--- config.mk ---
export PLATFORM = sky130hd
export DESIGN_NAME = heichips25_nibble_mem_bridge
export DESIGN_NICKNAME = d
export VERILOG_FILES = /design/src/rtl/heichips25_nibble_mem_bridge.sv
export SDC_FILE = /design/constraint.sdc
export NUM_CORES = 1
export LEC_CHECK = 0
export CORE_ASPECT_RATIO = 1.75
export CORE_MARGIN = 2
export CORE_UTILIZATION = 54
export CTS_CLUSTER_DIAMETER = 120
export CTS_CLUSTER_SIZE = 14
export DETAILED_ROUTE_END_ITERATION = 12
export PLACE_DENSITY = 0.95
export SYNTH_ARGS = -nofsm -noshare
export SYNTH_HDL_FRONTEND = slang
export SYNTH_SLANG_ARGS = --single-unit
--- constraint.sdc ---
create_clock -name clk -period 4.13 [get_ports clk]
set_input_delay 0.413 -clock clk [delete_from_list [all_inputs] [get_ports clk]]
set_output_delay 0.413 -clock clk [all_outputs]
set_load 0.01 [all_outputs]
--- src/rtl/heichips25_nibble_mem_bridge.sv ---
// Bridges a 4-bit nibble request/response stream onto a 32-bit word memory port.
// Writes gather eight LSB-first nibbles; reads stream the word back MSB-first.
module heichips25_nibble_mem_bridge (
   input  logic        clk,
   input  logic        rst_n,
   input  logic [3:0]  req_nibble_i,
   input  logic [7:0]  req_addr_i,
   input  logic        req_write_i,
   input  logic        req_strb_i,
   input  logic        req_valid_i,
   output logic        req_ready_o,
   output logic [3:0]  rsp_nibble_o,
   output logic        rsp_valid_o,
   input  logic        rsp_ready_i,
   output logic        rsp_last_o,
   output logic        mem_req_o,
   output logic        mem_we_o,
   output logic [7:0]  mem_addr_o,
   output logic [31:0] mem_wdata_o,
   output logic [3:0]  mem_be_o,
   input  logic        mem_gnt_i,
   input  logic        mem_rvalid_i,
   input  logic [31:0] mem_rdata_i,
   output logic        busy_o
);

   typedef enum logic [2:0] {
      StIdle,
      StWrCollect,
      StMemReq,
      StMemWait,
      StRspSend,
      StRspCommit
   } state_e;

   state_e      state_q, state_d;
   logic [2:0]  cnt_q, cnt_d;
   logic [7:0]  addr_q, addr_d;
   logic        we_q, we_d;
   logic [31:0] wdata_q, wdata_d;
   logic [7:0]  nstrb_q, nstrb_d;
   logic [31:0] rdata_q, rdata_d;
   logic        beat;

   assign beat = req_valid_i & req_ready_o;

   always_ff @(posedge clk or negedge rst_n) begin
      if (!rst_n) begin
         state_q <= StIdle;
      end else begin
         state_q <= state_d;
      end
   end

   always_comb begin
      state_d = state_q;
      unique case (state_q)
         StIdle:      if (beat) state_d = req_write_i ? StWrCollect : StMemReq;
         StWrCollect: if (beat && (cnt_q == 3'd7)) state_d = StMemReq;
         StMemReq:    if (mem_gnt_i) state_d = we_q ? StIdle : StMemWait;
         StMemWait:   if (mem_rvalid_i) state_d = StRspSend;
         StRspSend:   if (rsp_ready_i && (cnt_q == 3'd7)) state_d = StRspCommit;
         StRspCommit: state_d = StIdle;
         default:     state_d = StIdle;
      endcase
   end

   always_comb begin
      req_ready_o  = 1'b0;
      busy_o       = 1'b1;
      mem_req_o    = 1'b0;
      mem_we_o     = 1'b0;
      mem_addr_o   = 8'h00;
      mem_wdata_o  = 32'h0;
      mem_be_o     = 4'h0;
      rsp_valid_o  = 1'b0;
      rsp_last_o   = 1'b0;
      rsp_nibble_o = 4'h0;
      unique case (state_q)
         StIdle: begin
            req_ready_o = 1'b1;
            busy_o      = 1'b0;
         end
         StWrCollect: req_ready_o = 1'b1;
         StMemReq: begin
            mem_req_o   = 1'b1;
            mem_we_o    = we_q;
            mem_addr_o  = addr_q;
            mem_wdata_o = wdata_q;
            mem_be_o    = {nstrb_q[7] | nstrb_q[6], nstrb_q[5] | nstrb_q[4],
                           nstrb_q[3] | nstrb_q[2], nstrb_q[1] | nstrb_q[0]};
         end
         StRspSend: begin
            rsp_valid_o  = 1'b1;
            // ~cnt_q == 7 - cnt_q, giving MSB-first nibble order
            rsp_nibble_o = rdata_q[{~cnt_q, 2'b00} +: 4];
            rsp_last_o   = (cnt_q == 3'd7);
         end
         StRspCommit: rsp_valid_o = 1'b1;
         default: ;
      endcase
   end

   always_comb begin
      cnt_d   = cnt_q;
      addr_d  = addr_q;
      we_d    = we_q;
      wdata_d = wdata_q;
      nstrb_d = nstrb_q;
      rdata_d = rdata_q;
      unique case (state_q)
         StIdle: begin
            if (beat) begin
               addr_d = req_addr_i;
               we_d   = req_write_i;
               if (req_write_i) begin
                  wdata_d = {28'h0, req_nibble_i};
                  nstrb_d = {7'h0, req_strb_i};
                  cnt_d   = 3'd1;
               end else begin
                  wdata_d = 32'h0;
                  nstrb_d = 8'h00;
                  cnt_d   = 3'd0;
               end
            end
         end
         StWrCollect: begin
            if (beat) begin
               wdata_d[{cnt_q, 2'b00} +: 4] = req_nibble_i;
               nstrb_d[cnt_q]               = req_strb_i;
               cnt_d                        = cnt_q + 3'd1;
            end
         end
         StMemWait: begin
            if (mem_rvalid_i) begin
               rdata_d = mem_rdata_i;
               cnt_d   = 3'd0;
            end
         end
         StRspSend: if (rsp_ready_i) cnt_d = cnt_q + 3'd1;
         default: ;
      endcase
   end

   always_ff @(posedge clk or negedge rst_n) begin
      if (!rst_n) begin
         cnt_q   <= 3'd0;
         addr_q  <= 8'h00;
         we_q    <= 1'b0;
         wdata_q <= 32'h0;
         nstrb_q <= 8'h00;
         rdata_q <= 32'h0;
      end else begin
         cnt_q   <= cnt_d;
         addr_q  <= addr_d;
         we_q    <= we_d;
         wdata_q <= wdata_d;
         nstrb_q <= nstrb_d;
         rdata_q <= rdata_d;
      end
   end

endmodule

==> results of run 1 <==
==> Yosys cell counts, types with 5 or more instances <==
library cell  instances
o21ai_0              30
nand2_1              35
mux2_2               43
buf_2                13
nor2_1                6
inv_1                 8
clkbuf_1             15
mux2i_1              12
o21a_1                5
a21o_1                8
dfrtp_1              87
a21oi_1               6
and3_1               43
a31oi_1               6
ha_1                  5
o2bb2ai_1            12
==> worst reg2reg max path: cells and delay by family (launching register included) <==
kind | cells | cell delay (ns)
flip-flops | 1 | 0.77
adder cells (fa/ha/maj) | 2 | 0.66
AND/OR/NAND/NOR | 1 | 0.63
AO/OA/AOI/OAI | 2 | 0.41
buffers and inverters | 2 | 0.33
==> registers in the layout, indices dropped and copies added (netlist names) <==
name     cells
addr_q       8
rdata_q     32
we_q         1
wdata_q     32
state_q      3
cnt_q        3
nstrb_q      8
==> per-stage QoR <==
stage               hold slack (ns)   util  area (µm²)
detailed placement            0.466  0.686        5460
global placement              0.454  0.686        5460
global route                  0.371  0.722        5750
finish                        0.240  0.722        5750
CTS                           0.303  0.722        5750
floorplan                     0.117      -        4430
==> power groups by stage <==
stage	sequential (mW)	clock (mW)	combinational, mW
after detailed placement	1.36	0	1.51
final	1.35	0.799	1.51
after CTS	1.35	0.808	1.51
after global placement	1.33	0	1.43
after floorplan	1.23	0	1.15
after global routing	1.39	0.845	1.65
==> how the worst max path moves through the flow <==
stage / from / endpoint / cells past startpoint
after floorplan: cnt_q[0]$_DFFE_PN0P_ / wdata_q[16]$_DFFE_PN0P_ / 8
after global routing: state_q[0]$_DFFE_PN0P_ / mem_be_o[2] / 4
final: state_q[0]$_DFFE_PN0P_ / mem_be_o[2] / 4
after CTS: state_q[0]$_DFFE_PN0P_ / mem_be_o[2] / 4
after global placement: cnt_q[1]$_DFFE_PN0P_ / wdata_q[16]$_DFFE_PN0P_ / 7
after detailed placement: cnt_q[1]$_DFFE_PN0P_ / wdata_q[16]$_DFFE_PN0P_ / 7
==> area by class of cell <==
cell class / count / share of cell area
Sequential cell: 87 / 0.379
Clock buffer: 12 / 0.0429
Inverter: 9 / 0.00587
Multi-Input combinational cell: 272 / 0.359
Tap cell: 90 / 0.0196
Timing Repair Buffer: 108 / 0.186
Clock inverter: 4 / 0.00783
==> cells in the final DEF, fill, tap and decap left out, drive strengths merged, types with 12 or more instances in the layout <==
cell type and instances:
nand2 35, clkdlybuf4s50 104, clkbuf 12, o21ai 33
dfrtp 87, mux2i 12, o2bb2ai 12, mux2 44
and3 43
==> per-layer routing <==
metal	vias to the layer above	share of wire	wire (µm)
met5	-	0	0
met4	0	0.036	389
met3	30	0.040	425
met2	129	0.57	6100
met1	1711	0.36	3820
li1	1630	-	-
==> kinds of logic after synthesis <==
logic type,after synthesis,synth area share
flops,87,0.492
compound gates,89,0.137
simple gates,118,0.156
fa+ha+maj,5,0.0141
buf+inv,40,0.0427
mux,60,0.159
==> flow_metrics.env, run 1 <==
export IMPL_status="finished, final reports clean"
export IMPL_async_reset_ff_frac=1.00
export IMPL_setup_violations_final=0
export IMPL_power_mw=3.66
export IMPL_dr_pass1_iters=4
export IMPL_peakVddDrop_mv=0.430
export IMPL_antenna_found_initial=0
export IMPL_min_period_ns=3.16
export IMPL_period_share=0.764
export IMPL_synth_cell_area_mm2=0.00443
export IMPL_placedCellCount=566
export IMPL_port_buffers=105
export IMPL_synth_cell_types=54
export IMPL_worst_slew_pin_slew_ns=1.07
export IMPL_critPathMaxFanout=46
export IMPL_critPathBufInv=2
export IMPL_wl_per_cell_um=18.4
export IMPL_switching_share=0.354
export IMPL_cts_setup_buffers=0
export IMPL_r2r_start="cnt_q[1]$_DFFE_PN0P_"
export IMPL_yosys_warnings=0
export IMPL_net_switching_power_mw=1.30
export IMPL_grtUsageMet1=0.283
export IMPL_busiest_layer="met2"
export IMPL_drive_above_1_share=0.154
export IMPL_path_clk_slew_ns=0.06
export IMPL_syn_avg_cell_area_um2=11.1
export IMPL_fmax_ghz=0.317
export IMPL_synth_edff_count=0
export IMPL_critPathCaptureType="output pin"
export IMPL_arrival_ns=2.74
export IMPL_dieArea_mm2=0.00897
export IMPL_initial_utilization=0.556
export IMPL_nFillCells=564
export IMPL_synthTopCellsByArea="dfrtp_1 (49%), mux2_2 (11%), and3_1 (6.1%), o21ai_0 (3.4%), nand2_1 (3.0%)"
export IMPL_max_stage_delay_ns=0.80
export IMPL_cellLeakagePower_nw=2.53
export IMPL_syn_inst=399
export IMPL_cts_path_max_buffers=2
export IMPL_fin_skew_ns=0.00350
export IMPL_internal_power_mw=2.37
export IMPL_rrSetupSlack_ns=1.21
export IMPL_power_share_sequential=0.369
export IMPL_post_cts_resized=0
export IMPL_critPathRequiredTime_ns=3.72
export IMPL_coreArea_mm2=0.00796
export IMPL_syn_num_nets=456
export IMPL_synth_top_area_frac=0.492
export IMPL_grt_usage=0.261
export IMPL_first_iter_violations=275
export IMPL_grt_pass1_wl_um=17600
export IMPL_use_met2=0.475
export IMPL_hold_path_class="input pin to async pin"
export IMPL_drc=0
export IMPL_place_gp_congestion=0.861
export IMPL_slowest_stage="inv_1"
export IMPL_place_ws_ns=1.27
export IMPL_rsz0062_at_grt="no"
export IMPL_cpLargestDelayFamily="buffers and inverters"
export IMPL_ys_ff_latch=87
export IMPL_max_slew_margin=0.285
export IMPL_vias=3500
export IMPL_cts_root_buf="clkbuf_16"
export IMPL_pin_count=106
export IMPL_cts_tree="yes"
export IMPL_startpoint_type="flip-flop"
export IMPL_drv_cap=0
export IMPL_grt_ovfl_total=0
export IMPL_p_comb_frac=0.412
export IMPL_drv_slew=0
export IMPL_htreeDepth=3
export IMPL_rr_worst_depth=7
export IMPL_timing_setup_tns_ns=0
export IMPL_finalWorstSetupSlack_ns=0.974
export IMPL_clock_power_share=0.218
export IMPL_dieWidth_um=72.5
export IMPL_hold_violations=0
export IMPL_grt_use_met3=0.0502
export IMPL_area_growth_pct=29.9
export IMPL_yosysTopAreaCell="dfrtp_1"
export IMPL_row_count=43
export IMPL_fin_cells=582
export IMPL_cts_hold_buf=0
export IMPL_fin_nets=544
export IMPL_multi_input_area_mm2=0.00207
export IMPL_regArea_mm2=0.00218
export IMPL_cp_cell_sequence="inv_1 -> and2_1 -> o21a_1 -> clkdlybuf4s50_1"
export IMPL_wl_um=10700
export IMPL_numCtsBuffers=9
export IMPL_ant_nets=0
export IMPL_place_hpwl_um=7960
export IMPL_critical_path_class="flip-flop to output pin"
export IMPL_ys_flop_type="dfrtp_1"
export IMPL_power_density_mw_per_mm2=637
export IMPL_grt_pass1_vias=3587
export IMPL_cts_sinks=87
export IMPL_r2r_end="wdata_q[16]$_DFFE_PN0P_"
export IMPL_ys_seq_area_frac=0.492
export IMPL_grt_max_degree=88
export IMPL_n_antenna_cell=0
export IMPL_die_y_um=124
export IMPL_clk_latency_ns=0.34
export IMPL_via_per_inst=6.01
No activity file was read; power rests on OpenSTA's default activity.
==> run 2: changes to the inputs <==
--- a/config.mk
+++ b/config.mk
@@ -7,11 +7,11 @@
 export LEC_CHECK = 0
 export CORE_ASPECT_RATIO = 1.75
 export CORE_MARGIN = 2
-export CORE_UTILIZATION = 54
+export CORE_UTILIZATION = 45
 export CTS_CLUSTER_DIAMETER = 120
 export CTS_CLUSTER_SIZE = 14
 export DETAILED_ROUTE_END_ITERATION = 12
-export PLACE_DENSITY = 0.95
+export PLACE_DENSITY = 0.85
 export SYNTH_ARGS = -nofsm -noshare
 export SYNTH_HDL_FRONTEND = slang
 export SYNTH_SLANG_ARGS = --single-unit
==> constraint.sdc (replaced) <==
create_clock -name clk -period 2.7 [get_ports clk]
set_input_delay 0.27 -clock clk [delete_from_list [all_inputs] [get_ports clk]]
set_output_delay 0.27 -clock clk [all_outputs]
set_load 0.01 [all_outputs]
==> run 2 against run 1 <==
Net effect: sequential power is 46% higher; clock power is 50% higher; largest power group unchanged; via count is 2.1% higher.
==> flow_metrics.env, run 2 (same netlist as run 1, synthesis figures left out) <==
export IMPL_layout_commonest_cell="clkdlybuf4s50_1"
export IMPL_cts_sinks=87
export IMPL_wl_per_cell_um=17.6
export IMPL_critPathMaxFanout=33
export IMPL_wl_um=11000
export IMPL_drc=0
export IMPL_cts_path_max_buffers=2
export IMPL_dr_pass1_iters=5
export IMPL_status="finished, final reports clean"
export IMPL_cp_cell_sequence="nor2b_4 -> buf_4 -> and3_1 -> clkdlybuf4s50_1"
export IMPL_layout_common_cells="clkdlybuf4s50_1 (104), dfrtp_1 (87), and3_1 (43), mux2_2 (43), nand2_1 (35)"
export IMPL_grt_usage=0.213
export IMPL_rsz0062_at_grt="no"
export IMPL_drive_above_1_share=0.174
export IMPL_pin_count=106
export IMPL_fin_nets=553
export IMPL_arrival_ns=2.21
export IMPL_initial_utilization=0.465
export IMPL_n_antenna_cell=0
export IMPL_peakVddDrop_mv=0.591
export IMPL_place_hpwl_um=8030
export IMPL_htreeDepth=3
export IMPL_slowest_stage="clkdlybuf4s50_1"
export IMPL_dieArea_mm2=0.0107
export IMPL_critPathBufInv=2
export IMPL_critPathRequiredTime_ns=2.43
export IMPL_startpoint_type="flip-flop"
export IMPL_cts_root_buf="clkbuf_16"
export IMPL_r2r_end="wdata_q[18]$_DFFE_PN0P_"
export IMPL_drv_cap=0
export IMPL_min_period_ns=2.48
export IMPL_cts_tree="yes"
export IMPL_grt_ovfl_total=0
export IMPL_dieWidth_um=79.0
export IMPL_antenna_found_initial=0
export IMPL_rr_worst_depth=7
export IMPL_grt_max_degree=88
export IMPL_fmax_ghz=0.403
export IMPL_die_y_um=135
export IMPL_max_stage_delay_ns=0.53
export IMPL_whs_ns=0.133
export IMPL_cts_setup_buffers=0
export IMPL_path_clk_slew_ns=0.06
export IMPL_fin_skew_ns=0.00526
export IMPL_power_density_mw_per_mm2=961
export IMPL_grt_pass1_wl_um=17600
export IMPL_worst_slew_pin_slew_ns=1.08
export IMPL_row_count=47
export IMPL_hold_violations=0
export IMPL_place_gp_congestion=0.832
export IMPL_r2r_start="cnt_q[0]$_DFFE_PN0P_"
export IMPL_critical_path_class="flip-flop to output pin"
export IMPL_cpLargestDelayFamily="buffers and inverters"
export IMPL_rrSetupSlack_ns=0.45
export IMPL_top_regs="rdata_q (32), wdata_q (32)"
export IMPL_timing_setup_tns_ns=0
export IMPL_coreArea_mm2=0.00953
export IMPL_setup_violations_final=0
export IMPL_max_slew_margin=0.277
export IMPL_area_growth_pct=32.4
export IMPL_via_per_inst=5.74
export IMPL_drv_slew=0
export IMPL_first_iter_violations=244
export IMPL_ant_nets=0
export IMPL_hold_path_class="input pin to async pin"
export IMPL_port_buffers=105
export IMPL_vias=3573
export IMPL_critPathCaptureType="output pin"
export IMPL_cellLeakagePower_nw=2.58
export IMPL_grt_pass1_vias=3629
export IMPL_numCtsBuffers=9
export IMPL_clk_latency_ns=0.34
export IMPL_period_share=0.919
## run 2: cell count changes in the layout (fill, tap and decap cells not counted), sizes merged
cell / previous run / this run
buf: 4 / 13
inv: 8 / 9
clkinvlp: 0 / 1
bufinv: 1 / 0
clkinv: 4 / 3
## run 2: metrics by stage
step	std cells	setup WS, ns	power [mW]	instance area, µm²	utilization
after CTS	623	0.0714	5.66	5860	0.615
after global placement	607	0.472	4.32	5570	0.584
after global routing	623	0.0701	5.98	5870	0.616
after detailed placement	607	0.385	4.45	5570	0.584
final	623	0.219	5.64	5870	0.616
after floorplan	399	0.310	3.65	4430	-
## run 2: area by class of cell
type                            instances  area, µm²
Clock buffer                           12        267
Clock inverter                          4       26.3
Fill cell                             789       3660
Inverter                                9       33.8
Multi-Input combinational cell        272       2070
Sequential cell                        87       2180
Tap cell                              122        153
Timing Repair Buffer                  117       1140
## run 2: how the worst max path moves through the flow
stage | from | endpoint | slack, ns | depth (start not counted)
after global routing | state_q[1]$_DFFE_PN0P_ | mem_wdata_o[22] | 0.07 | 4
after global placement | req_valid_i | wdata_q[3]$_DFFE_PN0P_ | 0.47 | 5
after detailed placement | req_valid_i | wdata_q[0]$_DFFE_PN0P_ | 0.39 | 5
final | state_q[1]$_DFFE_PN0P_ | mem_wdata_o[22] | 0.22 | 4
after CTS | state_q[1]$_DFFE_PN0P_ | mem_wdata_o[22] | 0.07 | 4
after floorplan | cnt_q[0]$_DFFE_PN0P_ | wdata_q[16]$_DFFE_PN0P_ | 0.31 | 8
## run 2: timing repair
item	CTS	global route
hold buffers	0	0
resized for setup	0	1
endpoints found under the setup margin	0	36
## run 2: power breakdown
part           internal (mW)  switching [mW]  total, mW
registers               1.73           0.234       1.97
clock network          0.699           0.501       1.20
logic                   1.21            1.26       2.47
## run 2: layer usage
| metal | share of wire | vias up | global-route usage |
|---|---|---|---|
| met5 | 0 | - | 0 |
| met4 | 0.034 | 0 | 0.112 |
| met3 | 0.047 | 30 | 0.0413 |
| met2 | 0.55 | 128 | 0.376 |
| met1 | 0.37 | 1758 | 0.239 |
| li1 | - | 1657 | - |
